===== config.mk =====
export PLATFORM = sky130hd
export DESIGN_NAME = crosp_dbgmon
export DESIGN_NICKNAME = d
export VERILOG_FILES = /design/src/rtl/crosp_dbgmon_pkg.sv /design/src/rtl/crosp_dbgmon_trc_fifo.sv /design/src/rtl/crosp_dbgmon.sv
export SDC_FILE = /design/constraint.sdc
export NUM_CORES = 2
export LEC_CHECK = 0
export CORE_UTILIZATION = 40
export CTS_BUF_LIST = sky130_fd_sc_hd__clkbuf_4
export DETAILED_ROUTE_END_ITERATION = 7
export PLACE_DENSITY = 0.66
export SYNTH_ARGS = -nofsm -noshare
export SYNTH_HDL_FRONTEND = slang
export SYNTH_SLANG_ARGS = --single-unit

===== constraint.sdc =====
create_clock -name clk -period 7.9 [get_ports clk]
set_input_delay 1.58 -clock clk [delete_from_list [all_inputs] [get_ports clk]]
set_output_delay 1.58 -clock clk [all_outputs]
set_load 0.005 [all_outputs]

===== src/rtl/crosp_dbgmon_pkg.sv =====
// Shared types for the CROSP debug/performance monitor: trace record layout and trace FSM states.
package crosp_dbgmon_pkg;

    // Packed so that a record reads as {pc[31:0], ir} on the trace bus.
    typedef struct packed {
        logic [31:0] pc;
        logic [31:0] ir;
    } trc_rec_t;

    typedef enum logic [1:0] {
        OFF   = 2'd0,
        RUN   = 2'd1,
        FLUSH = 2'd2
    } dbgmon_state_t;

endpackage


===== src/rtl/crosp_dbgmon_trc_fifo.sv =====
// Trace record FIFO: up to cwd pushes and one pop per cycle, registered count, free-space output.
module trc_fifo
    import crosp_dbgmon_pkg::*;
#(
    parameter int cwd  = 2,
    parameter int tqsz = 16
) (
    input  logic                   clk,
    input  logic                   rst_n,
    input  logic [$clog2(tqsz):0]  push_cnt,
    input  trc_rec_t [cwd-1:0]     push_data,
    input  logic                   pop,
    output trc_rec_t               head,
    output logic [$clog2(tqsz):0]  count,
    output logic [$clog2(tqsz):0]  free
);

    localparam int AW = $clog2(tqsz);
    localparam int CW = AW + 1;

    trc_rec_t      mem_q [tqsz];
    logic [AW-1:0] wr_ptr_q, wr_ptr_d;
    logic [AW-1:0] rd_ptr_q, rd_ptr_d;
    logic [CW-1:0] count_q, count_d;

    // The caller never pushes more than free nor pops an empty FIFO.
    always_comb begin
        wr_ptr_d = wr_ptr_q + push_cnt[AW-1:0];
        rd_ptr_d = rd_ptr_q + AW'(pop);
        count_d  = count_q + push_cnt - CW'(pop);
    end

    always_ff @(posedge clk or negedge rst_n) begin
        if (!rst_n) begin
            wr_ptr_q <= '0;
            rd_ptr_q <= '0;
            count_q  <= '0;
        end else begin
            wr_ptr_q <= wr_ptr_d;
            rd_ptr_q <= rd_ptr_d;
            count_q  <= count_d;
        end
    end

    // NOTE: the record store is not reset; pointers and count alone define which entries are live.
    always_ff @(posedge clk) begin
        for (int j = 0; j < cwd; j++) begin
            if (CW'(j) < push_cnt) begin
                mem_q[wr_ptr_q + AW'(j)] <= push_data[j];
            end
        end
    end

    assign head  = mem_q[rd_ptr_q];
    assign count = count_q;
    assign free  = CW'(tqsz) - count_q;

endmodule


===== src/rtl/crosp_dbgmon.sv =====
// CROSP debug monitor: per-lane last PC/IR, saturating event counters, buffered commit trace.
// Optional feature macro DBGMON_PIDFILTER_EN restricts trace to commits where ospid == pid_match.
module crosp_dbgmon
    import crosp_dbgmon_pkg::*;
#(
    parameter int cwd   = 2,
    parameter int nevt  = 12,
    parameter int evw   = 4,
    parameter int cntw  = 48,
    parameter int tqsz  = 16,
    parameter int dropw = 16
) (
    input  logic                                     clk,
    input  logic                                     rst_n,
    input  logic [cwd-1:0]                           com_valid,
    input  logic [cwd-1:0][63:0]                     com_pc,
    input  logic [cwd-1:0][31:0]                     com_ir,
    input  logic [nevt-1:0][evw-1:0]                 evt_delta,
    input  logic [31:0]                              ospid,
    input  logic [31:0]                              pid_match,
    input  logic                                     trc_en,
    input  logic                                     cnt_clr,
    input  logic [(nevt > 1 ? $clog2(nevt) : 1)-1:0] cnt_sel,
    output logic [cntw-1:0]                          cnt_rdat,
    output logic [cwd-1:0][63:0]                     last_pcir,
    output logic                                     tr_valid,
    input  logic                                     tr_ready,
    output logic [63:0]                              tr_data,
    output logic [dropw-1:0]                         tr_drop,
    output logic                                     tr_idle
);

    localparam int CW = $clog2(tqsz) + 1;
    localparam int LW = $clog2(cwd + 1);
    localparam int IW = (cwd > 1) ? $clog2(cwd) : 1;

    dbgmon_state_t              state_q;
    logic                       tr_idle_q;
    logic [nevt-1:0][cntw-1:0]  cnt_q, cnt_d;
    logic [cntw-1:0]            cnt_rdat_q, cnt_rdat_d;
    logic [cwd-1:0][63:0]       last_pcir_q, last_pcir_d;
    logic [dropw-1:0]           drop_q, drop_d;
    logic [cntw:0]              cnt_sum;
    logic [dropw:0]             drop_sum;
    logic                       pid_ok;
    trc_rec_t [cwd-1:0]         pk;
    logic [LW-1:0]              nv;
    logic [CW-1:0]              nv_ext, n_push, n_drop;
    logic [CW-1:0]              fifo_count, fifo_free;
    trc_rec_t                   fifo_head;
    logic                       pop;

`ifdef DBGMON_PIDFILTER_EN
    assign pid_ok = (ospid == pid_match);
`else
    logic unused_pid;
    assign unused_pid = ^{ospid, pid_match};
    assign pid_ok     = 1'b1;
`endif

    // NOTE: every always_comb output is given a default first, so no latch can be inferred.
    always_comb begin
        cnt_d   = cnt_q;
        cnt_sum = '0;
        for (int k = 0; k < nevt; k++) begin
            cnt_sum  = {1'b0, cnt_q[k]} + (cntw + 1)'(evt_delta[k]);
            cnt_d[k] = cnt_sum[cntw] ? {cntw{1'b1}} : cnt_sum[cntw-1:0];
        end
        if (cnt_clr) begin
            cnt_d = '0;
        end
        cnt_rdat_d = (int'(cnt_sel) < nevt) ? cnt_q[cnt_sel] : '0;

        last_pcir_d = last_pcir_q;
        for (int i = 0; i < cwd; i++) begin
            if (com_valid[i]) begin
                last_pcir_d[i] = {com_pc[i][31:0], com_ir[i]};
            end
        end
    end

    // Pack eligible lanes low-first, then split into what fits (pre-pop space) and what is lost.
    always_comb begin
        pk = '0;
        nv = '0;
        for (int i = 0; i < cwd; i++) begin
            if (com_valid[i] && state_q == RUN && pid_ok) begin
                pk[nv[IW-1:0]] = '{pc: com_pc[i][31:0], ir: com_ir[i]};
                nv             = nv + LW'(1);
            end
        end
        nv_ext   = CW'(nv);
        n_push   = (nv_ext > fifo_free) ? fifo_free : nv_ext;
        n_drop   = nv_ext - n_push;
        drop_sum = {1'b0, drop_q} + (dropw + 1)'(n_drop);
        drop_d   = drop_sum[dropw] ? {dropw{1'b1}} : drop_sum[dropw-1:0];
    end

    always_ff @(posedge clk or negedge rst_n) begin
        if (!rst_n) begin
            cnt_q       <= '0;
            cnt_rdat_q  <= '0;
            last_pcir_q <= '0;
            drop_q      <= '0;
        end else begin
            cnt_q       <= cnt_d;
            cnt_rdat_q  <= cnt_rdat_d;
            last_pcir_q <= last_pcir_d;
            drop_q      <= drop_d;
        end
    end

    always_ff @(posedge clk or negedge rst_n) begin
        if (!rst_n) begin
            state_q   <= OFF;
            tr_idle_q <= 1'b1;
        end else begin
            case (state_q)
                OFF: begin
                    if (trc_en) begin
                        state_q   <= RUN;
                        tr_idle_q <= 1'b0;
                    end
                end
                RUN: begin
                    if (!trc_en) begin
                        state_q <= FLUSH;
                    end
                end
                FLUSH: begin
                    if (trc_en) begin
                        state_q <= RUN;
                    end else if (fifo_count == '0) begin
                        state_q   <= OFF;
                        tr_idle_q <= 1'b1;
                    end
                end
                default: begin
                    state_q   <= OFF;
                    tr_idle_q <= 1'b1;
                end
            endcase
        end
    end

    trc_fifo #(
        .cwd  (cwd),
        .tqsz (tqsz)
    ) u_fifo (
        .clk       (clk),
        .rst_n     (rst_n),
        .push_cnt  (n_push),
        .push_data (pk),
        .pop       (pop),
        .head      (fifo_head),
        .count     (fifo_count),
        .free      (fifo_free)
    );

    assign tr_valid  = (fifo_count != '0);
    assign pop       = tr_valid & tr_ready;
    assign tr_data   = tr_valid ? {fifo_head.pc, fifo_head.ir} : 64'd0;
    assign tr_drop   = drop_q;
    assign tr_idle   = tr_idle_q;
    assign cnt_rdat  = cnt_rdat_q;
    assign last_pcir = last_pcir_q;

endmodule

[Word level (Yosys, flattened, before mapping)]
Memory sizes are Yosys's and may differ from the RTL's.
Index checks and enable logic that the tools add are counted.
Word-level totals
  bits in registers: 784
  RAM bits: 1024
  bits of input ports: 315
  output and inout bits: 258
  logic and storage cells: 106
  memories kept: 1
Memories
  u_fifo.mem_q: words 16, width 64, rd ports 1, clocked after Yosys merged registers in 0, write ports 2, RTL line crosp_dbgmon_trc_fifo.sv:21  | trc_rec_t mem_q [tqsz];
Operators by class
  add/sub/neg operators: 21
  order comparisons: 7
  equality and inequality tests: 7
  mux-type cells: 39
  bitwise logic cells: 2
  reductions and logical operators: 8
Operator list (number)
  48-bit 2-to-1 mux: 14
  48-bit by 4-bit adder with 49-bit output: 12
  576-bit 2-to-1 mux: 1
  48-bit binary-select mux with 4-bit select: 1
  64-bit 2-to-1 mux: 3
  128-bit bitwise mux: 1
  128-bit 2-to-1 mux: 1
  64-bit demux with 1-bit select: 1
  16-bit by 5-bit adder with 17-bit output: 1
  16-bit 2-to-1 mux: 1
  1-bit by 5-bit less-than comparator with 1-bit output (first input constant): 2
  2-bit 2-to-1 mux: 5
  1-bit 2-to-1 mux: 8
  2-bit != test (second input constant): 4
  2-bit one-hot mux with 3 select lines: 1
  5-bit adder: 1
  2-bit by 5-bit > comparator with 1-bit output: 1
  5-bit zero test: 1
  4-bit by 5-bit less-than comparator with 1-bit output (second input constant): 1
  5-bit 2-to-1 mux: 1
  5-bit nonzero test: 1
  2-bit by 5-bit subtractor with 5-bit output: 1
  5-bit by 1-bit subtractor with 5-bit output: 1
  5-bit subtractor (first input constant): 1
  other kinds (17): 19

[Longest topological paths before layout]
  depth after elaboration: 10
  gate-level depth with buffers: 25
  gate-level depth less buffers: 20

[Hierarchy]
Synthesis repeated with hierarchy kept, for this count alone.
Unflattened totals
  cell total of the unflattened synthesis: 7520
  area total of the unflattened synthesis: 96557.6 sq um
Modules (own cells, without submodules)
  trc_fifo: times used 1, cells an instance 2944, area each 52670.5 sq um, sequential area each 31074.8 sq um
  crosp_dbgmon: times used 1, cells an instance 4576, area each 43887.1 sq um, sequential area each 19294.8 sq um

[Least setup slack after synthesis]
No wires, ideal clock.
  kind: input -> register
  start: input com_valid[0]
  end: memory u_fifo.mem_q[8][0] in the netlist's numbering (enable)
  setup time: 0.581 ns
  data arrival time: 8.769 ns
  data required time: 7.319 ns
  slack: -1.449 ns
  cell stages on the path: 14
  buffers on the path: 5
  cell sequence: clkbuf_1 > nor2b_1 > clkbuf_1 > clkbuf_1 > o21ai_0 > ha_1 > nor2b_1 > o21a_1 > o2111a_1 > buf_2 > buf_4 > mux2i_1 > nand2_1 > o31ai_1
RTL lines
  from (decl): RTL line crosp_dbgmon.sv:15  | input logic [cwd-1:0] com_valid,
  to (decl): RTL line crosp_dbgmon_trc_fifo.sv:21

[Worst setup path after layout]
  start: register u_fifo.rd_ptr_q[0]
  end: output tr_data[35]
Between the ends
  word-level cells in the longest chain between the ends: 2
Ends and longest elaborated chain
  from (decl): RTL line crosp_dbgmon_trc_fifo.sv:23  | logic [AW-1:0] rd_ptr_q, rd_ptr_d;
  from (signal assigned): RTL line crosp_dbgmon_trc_fifo.sv:40  | rd_ptr_q <= rd_ptr_d;
  memory read 16 x 64 bit
  64-bit 2-to-1 mux: RTL line crosp_dbgmon.sv:162  | assign tr_data = tr_valid ? {fifo_head.pc, fifo_head.ir} : 64'd0;
  to (decl): RTL line crosp_dbgmon.sv:28  | output logic [63:0] tr_data,
Every way passes these cells.

==> metrics.txt <==
Setup crit start kind flop; register share of total power 41.2%; most frequent cell after synthesis mux2i_1; Max-cap violations 0; critical path required time 6.32 ns; DRT Pass-1 Iters 5; yosys warns 0; library cells used by synthesis 76; period utilization 84.4%; Clk pwr share 30.9%; power per cell area 253 mW/mm2; full die area 0.237 mm2; post-route ant nets 0; hold buffer count at CTS 0; Min Hold Slack 0.181 ns; area delta synth->final 14.9%; Layout Nets 8036; gpl congestion 0.900; vias in the first global route 66500; top cell type's share of synthesized area 32.7%; post-DP HPWL 178000 um; Initial Util 40.4%; post-CTS sizing 0; Area contributors post-synth edfxtp_1 33%, dfrtp_1 21%, mux2i_1 12%; starting DRC count in detailed routing 6034; Int Power 18.8 mW; RSZ-0062 raised after global routing no; placed insts 10300; Sw Pwr 8.52 mW; CTS tree yes; Arr. time, crit path 5.08 ns; H-Tree Depth 5; #FFs+latches synth 1808; Core Area 0.233 mm2; post-synthesis sequential area ratio 53.5%; Finished Layout Cells 11200; largest net degree at the start of global routing 168; most instantiated cells after synthesis 1106 x mux2i_1, 1024 x edfxtp_1, 783 x dfrtp_1, 463 x mux4_2, 459 x a21oi_1; mean post-synth cell area 13.2 um2; ys async rst share 43.4%; Hold Fails Final Rpt 0; CTS sink count 1808; max_slew headroom 14.0%; DRC 0; Slew Viols, Final 0; Detailed Route WL 292000 um; outcome finished clean; Slew @ Worst Pin 1.29 ns; chip width 487 um; crit-path max cell delay 0.93 ns; crit-path max FO 94; vias per cell 5.88; Synth Instances 7140; proportion of layout cells with a drive suffix above 1 19.7%; Cell Area, Synth 0.0941 mm2; number of flops mapped to enable cells by yosys 1024; io pins 573; clock slew at reported path FFs 0.06 ns; initial antenna violation count 16; FMAX 150 MHz; crit path cell chain buf_12 -> mux4_2 -> mux4_2 -> and2_1 -> clkdlybuf4s50_1; num rows 177; Gate power share 27.9%; Synth area leader edfxtp_1; peak supply drop 293 uV; Setup Skew 0.127 ns; total track usage 24.2%; Worst setup EP type output pin; first-pass GRT wire length 430000 um; dominant cell type by count on the critical path mux4_2; Clock Path Buffers 4; GRT overflow 0; CTS buffer count 493; WP buf/inv 2; cell leakage power 43.6 nW; CTS root buffer clkbuf_4; Die Ht 487 um; vias post-DR 65600; Worst path top cell family by delay buffers and inverters; clk_lat worst skew 1.45 ns; Final setup viols 0; Final Util 46.4%; wire per inst 26.2 um; slowest CP cell dfrtp_4; Switching Share 31.2%; Min-Delay Path Class in2async; I/O Buffers 444; Setup Buffers After CTS 0; ys flop type edfxtp_1; Setup CP Type reg2out; Period minus WS final 6.66 ns; Final Power 27.4 mW
through the flow:
| stage | setup slack [ns] | instance area, um2 | TNS (ns) |
|---|---|---|---|
| detailed placement | 1.38 | 102000 | 0 |
| global route | 0.973 | 108000 | 0 |
| finish | 1.24 | 108000 | 0 |
| CTS | 1.05 | 108000 | 0 |
| floorplan | -1.25 | 94200 | -312.78 |
| global placement | 1.42 | 102000 | 0 |
cells in the final DEF (no fill, tap or decap), drive strengths merged, types with 146 or more instances in the layout:
cell type,count
edfxtp,1024
nand2,414
nand3,239
a21oi,469
dfrtp,783
clkdlybuf4s50,437
xnor2,202
nand4,146
xor2,254
mux4,464
o21ai,149
mux2i,1106
nor2,218
clkbuf,748
power by group through the flow:
stage / registers, mW / clock network, mW / logic (mW)
finish: 11.3 / 8.45 / 7.62
global route: 11.3 / 9.11 / 8.01
CTS: 11.3 / 8.61 / 7.66
detailed placement: 11.5 / 0 / 7.64
global placement: 11.4 / 0 / 7.56
floorplan: 11.2 / 0 / 4.60
worst reg2reg max path, delay by kind of cell (launching register included):
kind	cells	cell delay (ns)
mux	1	0.23
fa+ha+maj	3	1.29
compound gates	6	1.45
flops	1	0.40
simple gates	5	2.04
buf+inv	1	0.34
registers in the layout (all words and copies together) (netlist names):
name / cells
u_fifo.mem_q: 1024
cnt_q: 576
last_pcir: 128
cnt_rdat: 48
tr_drop: 16
u_fifo.count: 5
u_fifo.rd_ptr_q: 4
u_fifo.wr_ptr_q: 4
state_q: 2
tr_idle: 1
final timing paths:
check / slack [ns] / depth (start not counted) / endpoint / startpoint
worst min-delay path: 0.18 / 1 / cnt_q[85] / rst_n
min in group clk: 0.50 / 1 / tr_drop[11] / tr_drop[11]
worst min register to register: 0.50 / 1 / tr_drop[11] / tr_drop[11]
worst max-delay path: 1.24 / 5 / tr_data[35] / u_fifo.rd_ptr_q[0]
max in group asynchronous: 5.95 / 3 / cnt_q[179] / rst_n
worst max register to register: 2.09 / 16 / tr_drop[11] / state_q[0]
cell families after synthesis:
family | count (synthesis) | share of synthesized area, %
xor gates and xnor gates | 456 | 4.24
DFF | 1808 | 53.5
adders and majority gates | 89 | 1.31
buffers and inverters | 710 | 3.05
and+or+nand+nor | 1535 | 8.27
muxes | 1703 | 24.5
other | 2 | 0.00798
AOI/OAI and AO/OA | 837 | 5.17
layout make-up:
| class | instances | area [um2] |
|---|---|---|
| Sequential cell | 1808 | 50400 |
| Clock inverter | 128 | 611 |
| Timing Repair Buffer | 578 | 5760 |
| Fill cell | 20800 | 125000 |
| Antenna cell | 13 | 32.5 |
| Clock buffer | 748 | 5620 |
| Inverter | 129 | 487 |
| Multi-Input combinational cell | 4623 | 41300 |
| Tap cell | 3132 | 3920 |
layer usage:
metal | vias to the layer above | track usage (%) | share of wire, %
met2 | 3003 | 39.4 | 48
li1 | 28300 | - | -
met3 | 596 | 4.53 | 8.0
met1 | 33700 | 31.4 | 40
met5 | - | 0 | 0.0044
met4 | 2 | 11.0 | 4.2
(Power assumes the default switching activity.)
